[src/rtl/alu_exec_ctrl_if.sv]
// Execute-stage control bundle between the pipeline and alu_exec_ctrl.
// master: pipeline side. It drives the decode fields, issue and the operands.
// slave : alu_exec_ctrl side. It drives the ALU control, mult/div status and HI/LO.
interface alu_exec_ctrl_if #(
    parameter int unsigned WIDTH = 32
);
    logic [2:0]       aluop;
    logic [5:0]       funct;
    logic             issue;
    logic [WIDTH-1:0] rs_val;
    logic [WIDTH-1:0] rt_val;
    logic [2:0]       gout;
    logic             jr;
    logic             notor;
    logic [1:0]       mfsel;
    logic             busy;
    logic             md_done;
    logic             dz;
    logic [WIDTH-1:0] hi;
    logic [WIDTH-1:0] lo;

    modport master (
        output aluop, funct, issue, rs_val, rt_val,
        input  gout, jr, notor, mfsel, busy, md_done, dz, hi, lo
    );

    modport slave (
        input  aluop, funct, issue, rs_val, rt_val,
        output gout, jr, notor, mfsel, busy, md_done, dz, hi, lo
    );
endinterface

[src/rtl/alu_exec_ctrl.sv]
// ALU control decode plus an iterative multiply/divide unit with HI/LO registers.
// Ports:
//   clk, reset : rising-edge clock and synchronous active-high reset.
//   bus        : slave side of alu_exec_ctrl_if.
//                Inputs: aluop, funct, issue, rs_val, rt_val.
//                Outputs: gout, jr, notor and mfsel, which are combinational decode.
//                Outputs: busy, md_done and dz, which are decoded from the FSM state.
//                Outputs: hi and lo, which are the committed architectural registers.
// WIDTH must be in the range 4..64.
module alu_exec_ctrl #(
    parameter int unsigned WIDTH = 32
) (
    input  logic           clk,
    input  logic           reset,
    alu_exec_ctrl_if.slave bus
);
    localparam int unsigned CNT_W    = $clog2(WIDTH + 1);
    localparam logic [2:0]  OP_RTYPE = 3'b010;

    typedef enum logic [1:0] {
        IDLE = 2'd0,
        MUL  = 2'd1,
        DIV  = 2'd2,
        DONE = 2'd3
    } state_t;

    state_t             state;
    state_t             state_nxt;
    logic [CNT_W-1:0]   cnt;
    logic               is_div;
    logic               a_neg;
    logic               b_neg;
    logic [WIDTH-1:0]   a_raw;
    logic [WIDTH-1:0]   b_mag;
    logic [WIDTH-1:0]   acc;
    logic [WIDTH-1:0]   q;
    logic [WIDTH-1:0]   hi_reg;
    logic [WIDTH-1:0]   lo_reg;

    logic               accept_c;
    logic               sgn_c;
    logic [WIDTH:0]     mul_sum_c;
    logic [WIDTH:0]     div_shift_c;
    logic [WIDTH:0]     div_sub_c;
    logic               div_ge_c;
    logic               div_zero_c;
    logic [2*WIDTH-1:0] mul_fix_c;
    logic [WIDTH-1:0]   quo_fix_c;
    logic [WIDTH-1:0]   rem_fix_c;
    logic [2:0]         gout_c;
    logic               jr_c;
    logic               notor_c;
    logic [1:0]         mfsel_c;

    // ALU control decode: purely from aluop/funct.
    always_comb begin
        gout_c  = 3'b010;
        jr_c    = 1'b0;
        notor_c = 1'b0;
        mfsel_c = 2'b00;
        case (bus.aluop)
            3'b000: gout_c = 3'b010;
            3'b001: gout_c = 3'b110;
            3'b011: gout_c = 3'b000;
            3'b100: gout_c = 3'b001;
            3'b101: gout_c = 3'b011;
            3'b110: gout_c = 3'b101;
            3'b111: gout_c = 3'b100;
            OP_RTYPE: begin
                case (bus.funct)
                    6'b001000: begin
                        jr_c   = 1'b1;
                        gout_c = 3'b000;
                    end
                    6'b100111: begin
                        gout_c  = 3'b001;
                        notor_c = 1'b1;
                    end
                    6'b100000: gout_c  = 3'b010;
                    6'b100010: gout_c  = 3'b110;
                    6'b100100: gout_c  = 3'b000;
                    6'b100101: gout_c  = 3'b001;
                    6'b101010: gout_c  = 3'b111;
                    6'b010000: mfsel_c = 2'b01;
                    6'b010010: mfsel_c = 2'b10;
                    default: ;
                endcase
            end
            default: ;
        endcase
    end

    // mult/multu/div/divu are funct 0110xx. funct[1] selects divide, and funct[0] selects unsigned.
    assign accept_c = (state == IDLE) && bus.issue && (bus.aluop == OP_RTYPE)
                      && (bus.funct[5:2] == 4'b0110);
    assign sgn_c    = ~bus.funct[0];

    // State register.
    always_ff @(posedge clk) begin
        if (reset) begin
            state <= IDLE;
        end else begin
            state <= state_nxt;
        end
    end

    // Next state: count out WIDTH iterations, then spend one cycle in DONE.
    always_comb begin
        state_nxt = state;
        case (state)
            IDLE: begin
                if (accept_c) begin
                    state_nxt = bus.funct[1] ? DIV : MUL;
                end
            end
            MUL, DIV: begin
                if (cnt == CNT_W'(1)) begin
                    state_nxt = DONE;
                end
            end
            DONE:    state_nxt = IDLE;
            default: state_nxt = IDLE;
        endcase
    end

    // Iteration counter.
    always_ff @(posedge clk) begin
        if (reset) begin
            cnt <= '0;
        end else if (accept_c) begin
            cnt <= CNT_W'(WIDTH);
        end else if ((state == MUL) || (state == DIV)) begin
            cnt <= cnt - CNT_W'(1);
        end
    end

    // Shift-add step: {acc,q} accumulates the product. q starts as the multiplier magnitude.
    assign mul_sum_c   = {1'b0, acc} + (q[0] ? {1'b0, b_mag} : '0);
    // Restoring step: acc is the partial remainder. Dividend bits shift out of q's top, and quotient bits shift into its bottom.
    assign div_shift_c = {acc, q[WIDTH-1]};
    assign div_ge_c    = (div_shift_c >= {1'b0, b_mag});
    assign div_sub_c   = div_shift_c - {1'b0, b_mag};

    // Operand latch and iteration datapath. No reset is needed; the contents are only consumed after an accept.
    always_ff @(posedge clk) begin
        if (accept_c) begin
            is_div <= bus.funct[1];
            a_neg  <= sgn_c & bus.rs_val[WIDTH-1];
            b_neg  <= sgn_c & bus.rt_val[WIDTH-1];
            a_raw  <= bus.rs_val;
            b_mag  <= (sgn_c & bus.rt_val[WIDTH-1]) ? -bus.rt_val : bus.rt_val;
            q      <= (sgn_c & bus.rs_val[WIDTH-1]) ? -bus.rs_val : bus.rs_val;
            acc    <= '0;
        end else if (state == MUL) begin
            acc <= mul_sum_c[WIDTH:1];
            q   <= {mul_sum_c[0], q[WIDTH-1:1]};
        end else if (state == DIV) begin
            acc <= div_ge_c ? div_sub_c[WIDTH-1:0] : div_shift_c[WIDTH-1:0];
            q   <= {q[WIDTH-2:0], div_ge_c};
        end
    end

    // Sign fix-up applied to the magnitude results.
    // most-negative / -1 falls out naturally: the quotient magnitude is 2^(WIDTH-1), and negating it leaves it unchanged.
    assign mul_fix_c  = (a_neg ^ b_neg) ? -{acc, q} : {acc, q};
    assign quo_fix_c  = (a_neg ^ b_neg) ? -q : q;
    assign rem_fix_c  = a_neg ? -acc : acc;
    assign div_zero_c = (b_mag == '0);

    // HI/LO commit on the edge leaving DONE.
    always_ff @(posedge clk) begin
        if (reset) begin
            hi_reg <= '0;
            lo_reg <= '0;
        end else if (state == DONE) begin
            if (!is_div) begin
                {hi_reg, lo_reg} <= mul_fix_c;
            end else if (div_zero_c) begin
                hi_reg <= a_raw;
                lo_reg <= '1;
            end else begin
                hi_reg <= rem_fix_c;
                lo_reg <= quo_fix_c;
            end
        end
    end

    assign bus.gout    = gout_c;
    assign bus.jr      = jr_c;
    assign bus.notor   = notor_c;
    assign bus.mfsel   = mfsel_c;
    assign bus.busy    = (state != IDLE);
    assign bus.md_done = (state == DONE);
    assign bus.dz      = (state == DONE) && is_div && div_zero_c;
    assign bus.hi      = hi_reg;
    assign bus.lo      = lo_reg;
endmodule

[src/flat_wrapper.sv]
// flat-port wrapper written by rule: the top's interface ports become plain ports
module alu_exec_ctrl_flat 
#(
    parameter int unsigned WIDTH = 32
)
  (clk, reset, bus_aluop, bus_funct, bus_issue, bus_rs_val, bus_rt_val, bus_gout, bus_jr, bus_notor, bus_mfsel, bus_busy, bus_md_done, bus_dz, bus_hi, bus_lo);
  alu_exec_ctrl_if #(.WIDTH(WIDTH)) bus_i ();
  input  logic clk;
  input  logic reset;
  input wire logic [$bits(bus_i.aluop)-1:0] bus_aluop;
  input wire logic [$bits(bus_i.funct)-1:0] bus_funct;
  input wire logic [$bits(bus_i.issue)-1:0] bus_issue;
  input wire logic [$bits(bus_i.rs_val)-1:0] bus_rs_val;
  input wire logic [$bits(bus_i.rt_val)-1:0] bus_rt_val;
  output wire logic [$bits(bus_i.gout)-1:0] bus_gout;
  output wire logic [$bits(bus_i.jr)-1:0] bus_jr;
  output wire logic [$bits(bus_i.notor)-1:0] bus_notor;
  output wire logic [$bits(bus_i.mfsel)-1:0] bus_mfsel;
  output wire logic [$bits(bus_i.busy)-1:0] bus_busy;
  output wire logic [$bits(bus_i.md_done)-1:0] bus_md_done;
  output wire logic [$bits(bus_i.dz)-1:0] bus_dz;
  output wire logic [$bits(bus_i.hi)-1:0] bus_hi;
  output wire logic [$bits(bus_i.lo)-1:0] bus_lo;
  assign bus_i.aluop = bus_aluop;
  assign bus_i.funct = bus_funct;
  assign bus_i.issue = bus_issue;
  assign bus_i.rs_val = bus_rs_val;
  assign bus_i.rt_val = bus_rt_val;
  assign bus_gout = bus_i.gout;
  assign bus_jr = bus_i.jr;
  assign bus_notor = bus_i.notor;
  assign bus_mfsel = bus_i.mfsel;
  assign bus_busy = bus_i.busy;
  assign bus_md_done = bus_i.md_done;
  assign bus_dz = bus_i.dz;
  assign bus_hi = bus_i.hi;
  assign bus_lo = bus_i.lo;
  alu_exec_ctrl #(.WIDTH(WIDTH)) u_core (.clk(clk), .reset(reset), .bus(bus_i));
endmodule
[config.mk]
export PLATFORM = sky130hd
export DESIGN_NAME = alu_exec_ctrl_flat
export DESIGN_NICKNAME = d
export VERILOG_FILES = /design/src/rtl/alu_exec_ctrl_if.sv /design/src/rtl/alu_exec_ctrl.sv /design/src/flat_wrapper.sv
export SDC_FILE = /design/constraint.sdc
export NUM_CORES = 1
export LEC_CHECK = 0
export BUFFER_PORTS_ARGS = -buffer_cell sky130_fd_sc_hd__buf_2
export CORE_AREA = 10 10 197 181
export DETAILED_ROUTE_END_ITERATION = 6
export DIE_AREA = 0 0 207 191
export PLACE_DENSITY = 0.71
export RECOVER_POWER = 100
export SYNTH_ARGS = -nofsm -noshare
export SYNTH_HDL_FRONTEND = slang
export SYNTH_SLANG_ARGS = --single-unit
[constraint.sdc]
create_clock -name clk -period 3.8 [get_ports clk]
set_input_delay 0.19 -clock clk [delete_from_list [all_inputs] [get_ports clk]]
set_output_delay 0.19 -clock clk [all_outputs]
set_load 0.01 [all_outputs]
==> flow_metrics.tcl, run 1 <==
set metrics [dict create \
    status "finished, violations left" \
    violations "capacitance limit, slew limit" \
    fin_skew_ps 10.8 \
    cts-root-buf "clkbuf_16" \
    io-pin-count 150 \
    h-tree-depth 1 \
    wirelength_microns 51100 \
    num-nets-final 2207 \
    grt_pass1_wl_microns 81000 \
    synth_ff_type "dfxtp_1" \
    cts_tree "done" \
    grt_pass1_vias 14570 \
    cp-startpoint "u_core.b_mag[4]" \
    clk_latency_ps 530 \
    tightest_slew_ps 1690 \
    finalCriticalPeriod_ps 3650 \
    globalplace.congestion 1.01 \
    r2r_start "u_core.b_mag[4]" \
    maxCapViolCount 1 \
    synth_edf_count 99 \
    core-area_sq_um 31500 \
    drt_iter0_markers 1552 \
    design_area_sq_um 18000 \
    wl_per_cell_microns 20.5 \
    syn2layout_area_growth_pct 15.9 \
    cp_data_required_time_ps 4200 \
    vias 15059 \
    end_kind "flip-flop" \
    rows 62 \
    diodes 0 \
    cts_made_buffers 24 \
    netlist_area_sq_um 15500 \
    finalHoldViolCount 0 \
    path_max_fanout 8 \
    worstHoldStart "bus_rt_val[9]" \
    io_buffers 149 \
    drt_first_pass_iters 6 \
    async_flop_share 0 \
    regToRegSetupSlack_ps 150 \
    grt_max_degree 141 \
    die_width_microns 207 \
    die_h_microns 191 \
    fmax_ghz 0.274 \
    pre_cts_ws_ps 296 \
    holdCritPathClass "primary input to flip-flop" \
    grt_usage 0.247 \
    synth_seq_cells 203 \
    mostFrequentLayoutCells "nor2_1, nand2_1, o21ai_0" \
    final.setup.tns_ps 0 \
    crit_end "u_core.acc[24]" \
    vdd_drop_max_v 0.000428 \
    leakagePower_uw 0.00691 \
    ctsLongestPathBuffers 3 \
    maxSlewViolCount 141 \
    grt_overflow_total 0 \
    viasPerCell 6.05 \
    cp-start-kind "flip-flop" \
    drive_gt1_frac 0.0897 \
    cts.sinks 203 \
    setup_violations 0 \
    crit_arrival_ps 4050 \
    dpl_cell_area_sq_um 16900 \
    drc 0 \
    syn_nets 2027 \
    syn_inst 1875 \
    initial_core_util 0.493 \
    place_hpwl_microns 38100 \
    ys_warn_count 0 \
    period_share 0.959 \
    relSlewSlack -0.129 \
    worst_slack_ps 155 \
    reg2reg_depth 13 \
    critical_path_class "flip-flop to flip-flop" \
    rsz0062_at_grt "false" \
    synth.distinct_cells 83 \
    path_clk_slew_ps 60 \
    rr_endpoint "u_core.acc[24]" \
    final_common_cell "nor2_1" \
    avgSynthCellArea_sq_um 8.28 \
    postRouteAntennaNets 0 \
    hold_depth 2 \
    dieArea_sq_um 39500 \
    grt_antenna_before_repair 0 \
    p_per_area_nw_per_um2 732 \
    yosysSeqAreaShare 0.326 \
]
==> where the power goes <==
| part | switching (uW) | internal (uW) | leakage (uW) |
|---|---|---|---|
| Combinational | 4270 | 3040 | 0.00477 |
| Clock | 1010 | 1400 | 0.000396 |
| Sequential | 586 | 2880 | 0.00175 |
| Total | 5860 | 7320 | 0.00691 |
==> per-layer routing <==
metal / vias up / wire [microns] / track usage
met2: 624 / 22500 / 0.394
met4: 0 / 1750 / 0.0847
met3: 103 / 3750 / 0.0274
met5: - / 0 / 0
met1: 7108 / 23000 / 0.341
li1: 7224 / - / -
==> layout make-up <==
class,instances,area (sq um)
Inverter,77,290
Clock buffer,30,674
Sequential cell,203,5050
Tap cell,416,520
Timing Repair Buffer,269,1630
Clock inverter,14,141
Fill cell,3005,13500
Multi-Input combinational cell,1480,9700
==> synth_stat cells (25+ instances only) <==
master	count	area share
a211oi_1	46	0.022
a21o_1	43	0.021
a21oi_1	137	0.044
clkbuf_1	84	0.020
dfxtp_1	104	0.13
edfxtp_1	99	0.19
ha_1	74	0.060
inv_1	76	0.018
mux2i_1	40	0.026
nand2_1	149	0.036
nor2_1	216	0.052
nor3_1	42	0.014
nor4_1	25	0.010
o21ai_0	139	0.045
o22ai_1	33	0.013
xnor2_1	112	0.063
xor2_1	81	0.046
==> how the worst min path moves through the flow <==
| stage | to | slack [ps] |
|---|---|---|
| after floorplan | u_core.a_raw[0] | 290 |
| after global placement | u_core.a_raw[21] | 400 |
| after detailed placement | u_core.a_raw[21] | 410 |
| after CTS | u_core.b_mag[9] | 5 |
| after global routing | u_core.b_mag[23] | 0.5 |
| final | u_core.b_mag[9] | 20 |
==> through the flow <==
step	utilization	instances	hold slack, ps	power (uW)
CTS	0.579	2489	5.00	13100
global route	0.572	2489	0.482	14100
detailed placement	0.537	2394	413	10600
floorplan	-	1875	289	8490
finish	0.572	2489	19.4	13200
global placement	0.537	2394	402	10600
==> cell families after synthesis <==
group | Yosys count | synth area share
simple gates | 592 | 0.183
compound gates | 569 | 0.236
flops | 203 | 0.326
xor+xnor | 193 | 0.109
buf+inv | 192 | 0.0516
fa+ha+maj | 76 | 0.0622
mux | 50 | 0.0330
==> critical path, stage by stage, from the launching register on <==
cell and delay [ps]:
edfxtp_1 410, inv_1 90, ha_1 380, nand3_1 130
o21bai_1 230, a211oi_1 450, o31ai_2 160, o41ai_1 400
buf_4 230, a41oi_4 150, clkbuf_2 220, or2_2 340
o221ai_1 230, o21ai_0 120
==> timing repair <==
action | CTS | global route
endpoints found under the setup margin | 0 | 0
hold buffers | 51 | 0
hold endpoints to repair | 51 | 0
setup buffers | 0 | 0
resized for setup | 0 | 0
Power figures use the tool's default switching activity.
==> run 2: changes to the inputs <==
- CORE_AREA: 10 10 197 181 -> 10 10 189 173
- DIE_AREA: 0 0 207 191 -> 0 0 199 183
- PLACE_DENSITY: 0.71 -> 0.77
==> flow_metrics.tcl, run 2 (synthesis results as in run 1) <==
set metrics [dict create \
    drt_iter0_markers 1794 \
    die_h_microns 183 \
    num-nets-final 2213 \
    io-pin-count 150 \
    fin_skew_ps 16.4 \
    maxSlewViolCount 0 \
    setup_violations 0 \
    critPathMostFrequentCell "nor2_1" \
    grt_antenna_before_repair 0 \
    vias 15379 \
    crit_arrival_ps 4070 \
    grt_pass1_wl_microns 77300 \
    crit_slowest_cell "or4_1" \
    switching_share 0.441 \
    cp_cell_sequence "or4_1 -> nor4_2 -> nand4_1 -> clkbuf_2 -> o41ai_1 -> xnor2_1 -> nor2_1 -> a211oi_1 -> a21oi_1 -> nor2_1" \
    instances_no_fill 2444 \
    cts-root-buf "clkbuf_16" \
    viasPerCell 6.29 \
    path_clk_slew_ps 60 \
    cts_made_buffers 23 \
    vdd_drop_max_v 0.000390 \
    end_kind "flip-flop" \
    final_common_cell "nor2_1" \
    max_stage_delay_ps 650 \
    period_share 0.953 \
    place_hpwl_microns 37100 \
    clkPwrFrac 0.178 \
    critical_path_class "flip-flop to flip-flop" \
    pre_cts_ws_ps 163 \
    p_sw_uw 5830 \
    clk_latency_ps 520 \
    die_width_microns 199 \
    worst-path-buf-inv 1 \
    drive_gt1_frac 0.0929 \
    ctsLongestPathBuffers 3 \
    worst_slack_ps 180 \
    dieArea_sq_um 36400 \
    io_buffers 149 \
    cp_top_family "simple AND/OR/NAND/NOR gates" \
    tightest_slew_ps 1350 \
    final.setup.tns_ps 0 \
    grt_pass1_vias 14283 \
    h-tree-depth 1 \
    finalCriticalPeriod_ps 3620 \
    syn2layout_area_growth_pct 15.4 \
    place_inst 2354 \
    timing.hold.ws_ps 11.3 \
    grt_max_degree 98 \
    mostFrequentLayoutCells "nor2_1, nand2_1, o21ai_0" \
    rsz0062_at_grt "false" \
    grt_overflow_total 0 \
    initial_core_util 0.542 \
    wl_per_cell_microns 20.3 \
    postRouteAntennaNets 0 \
    relSlewSlack 0.101 \
    rows 59 \
    cp-start-kind "flip-flop" \
    grt_usage 0.261 \
    globalplace.congestion 1.02 \
    p_comb_frac 0.565 \
    maxCapViolCount 0 \
    wirelength_microns 49600 \
    cp_data_required_time_ps 4250 \
    p_int_uw 7400 \
    finalHoldViolCount 0 \
    cts_tree "done" \
    p_per_area_nw_per_um2 738 \
    status "completed" \
    leakagePower_uw 0.00692 \
    holdCritPathClass "primary input to flip-flop" \
    drc 0 \
    path_max_fanout 16 \
    drt_first_pass_iters 6 \
    fmax_ghz 0.276 \
    p_seq_frac 0.257 \
    cts.sinks 203 \
    core-area_sq_um 28600 \
]
run 2: cell types whose count changed in the layout (fill, tap and decap cells not counted), moves of 3 or more:
cell | previous run | this run
buf_12 | 3 | 0
buf_4 | 49 | 63
clkbuf_1 | 120 | 125
clkinv_4 | 4 | 1
dlygate4sd3_1 | 51 | 45
run 2: routing by layer:
metal,share of wire,global-route usage,vias to the layer above
met5,0,0,-
met4,0.034,0.0878,0
met3,0.082,0.0322,124
met2,0.45,0.411,781
met1,0.44,0.362,7261
li1,-,-,7213
run 2: final cells by class:
cell class | instances | area, sq um
multi-input combinational | 1480 | 9710
antenna | 1 | 2.50
fill | 2477 | 10700
clock inverter | 10 | 108
inverter | 77 | 290
sequential | 203 | 5050
tap | 366 | 458
timing repair buffer | 276 | 1610
clock buffer | 31 | 689
run 2: path summary, 6_finish.rpt:
| kind | end | from | slack [ps] | cells past startpoint |
|---|---|---|---|---|
| max | u_core.bus.hi[29] | u_core.q[2] | 180 | 10 |
| min | u_core.b_mag[30] | bus_rt_val[30] | 10 | 2 |
| max reg2reg | u_core.bus.hi[29] | u_core.q[2] | 180 | 10 |
| min reg2reg | u_core.bus.hi[0] | u_core.bus.hi[0] | 470 | 2 |
run 2: power groups by stage:
stage / clock network [uW] / registers (uW) / logic [uW]
2_1_floorplan: 0 / 3340 / 5150
6_report: 2350 / 3400 / 7470
4_1_cts: 2380 / 3360 / 7360
3_5_place_dp: 0 / 3410 / 7260
5_1_grt: 2460 / 3430 / 8130
3_3_place_gp: 0 / 3400 / 7160
run 2: repair_timing:
action	CTS	global route
resized for setup	0	1
setup endpoints to repair	0	20
hold buffers	45	0
buffers inserted	0	3
hold endpoints to repair	45	0
run 2: per-stage QoR:
step,instance area [sq um],util,total power (uW)
floorplan,15500,-,8490
global placement,16900,0.590,10600
detailed placement,16900,0.590,10700
CTS,18100,0.633,13100
global route,17900,0.626,14000
finish,17900,0.626,13200
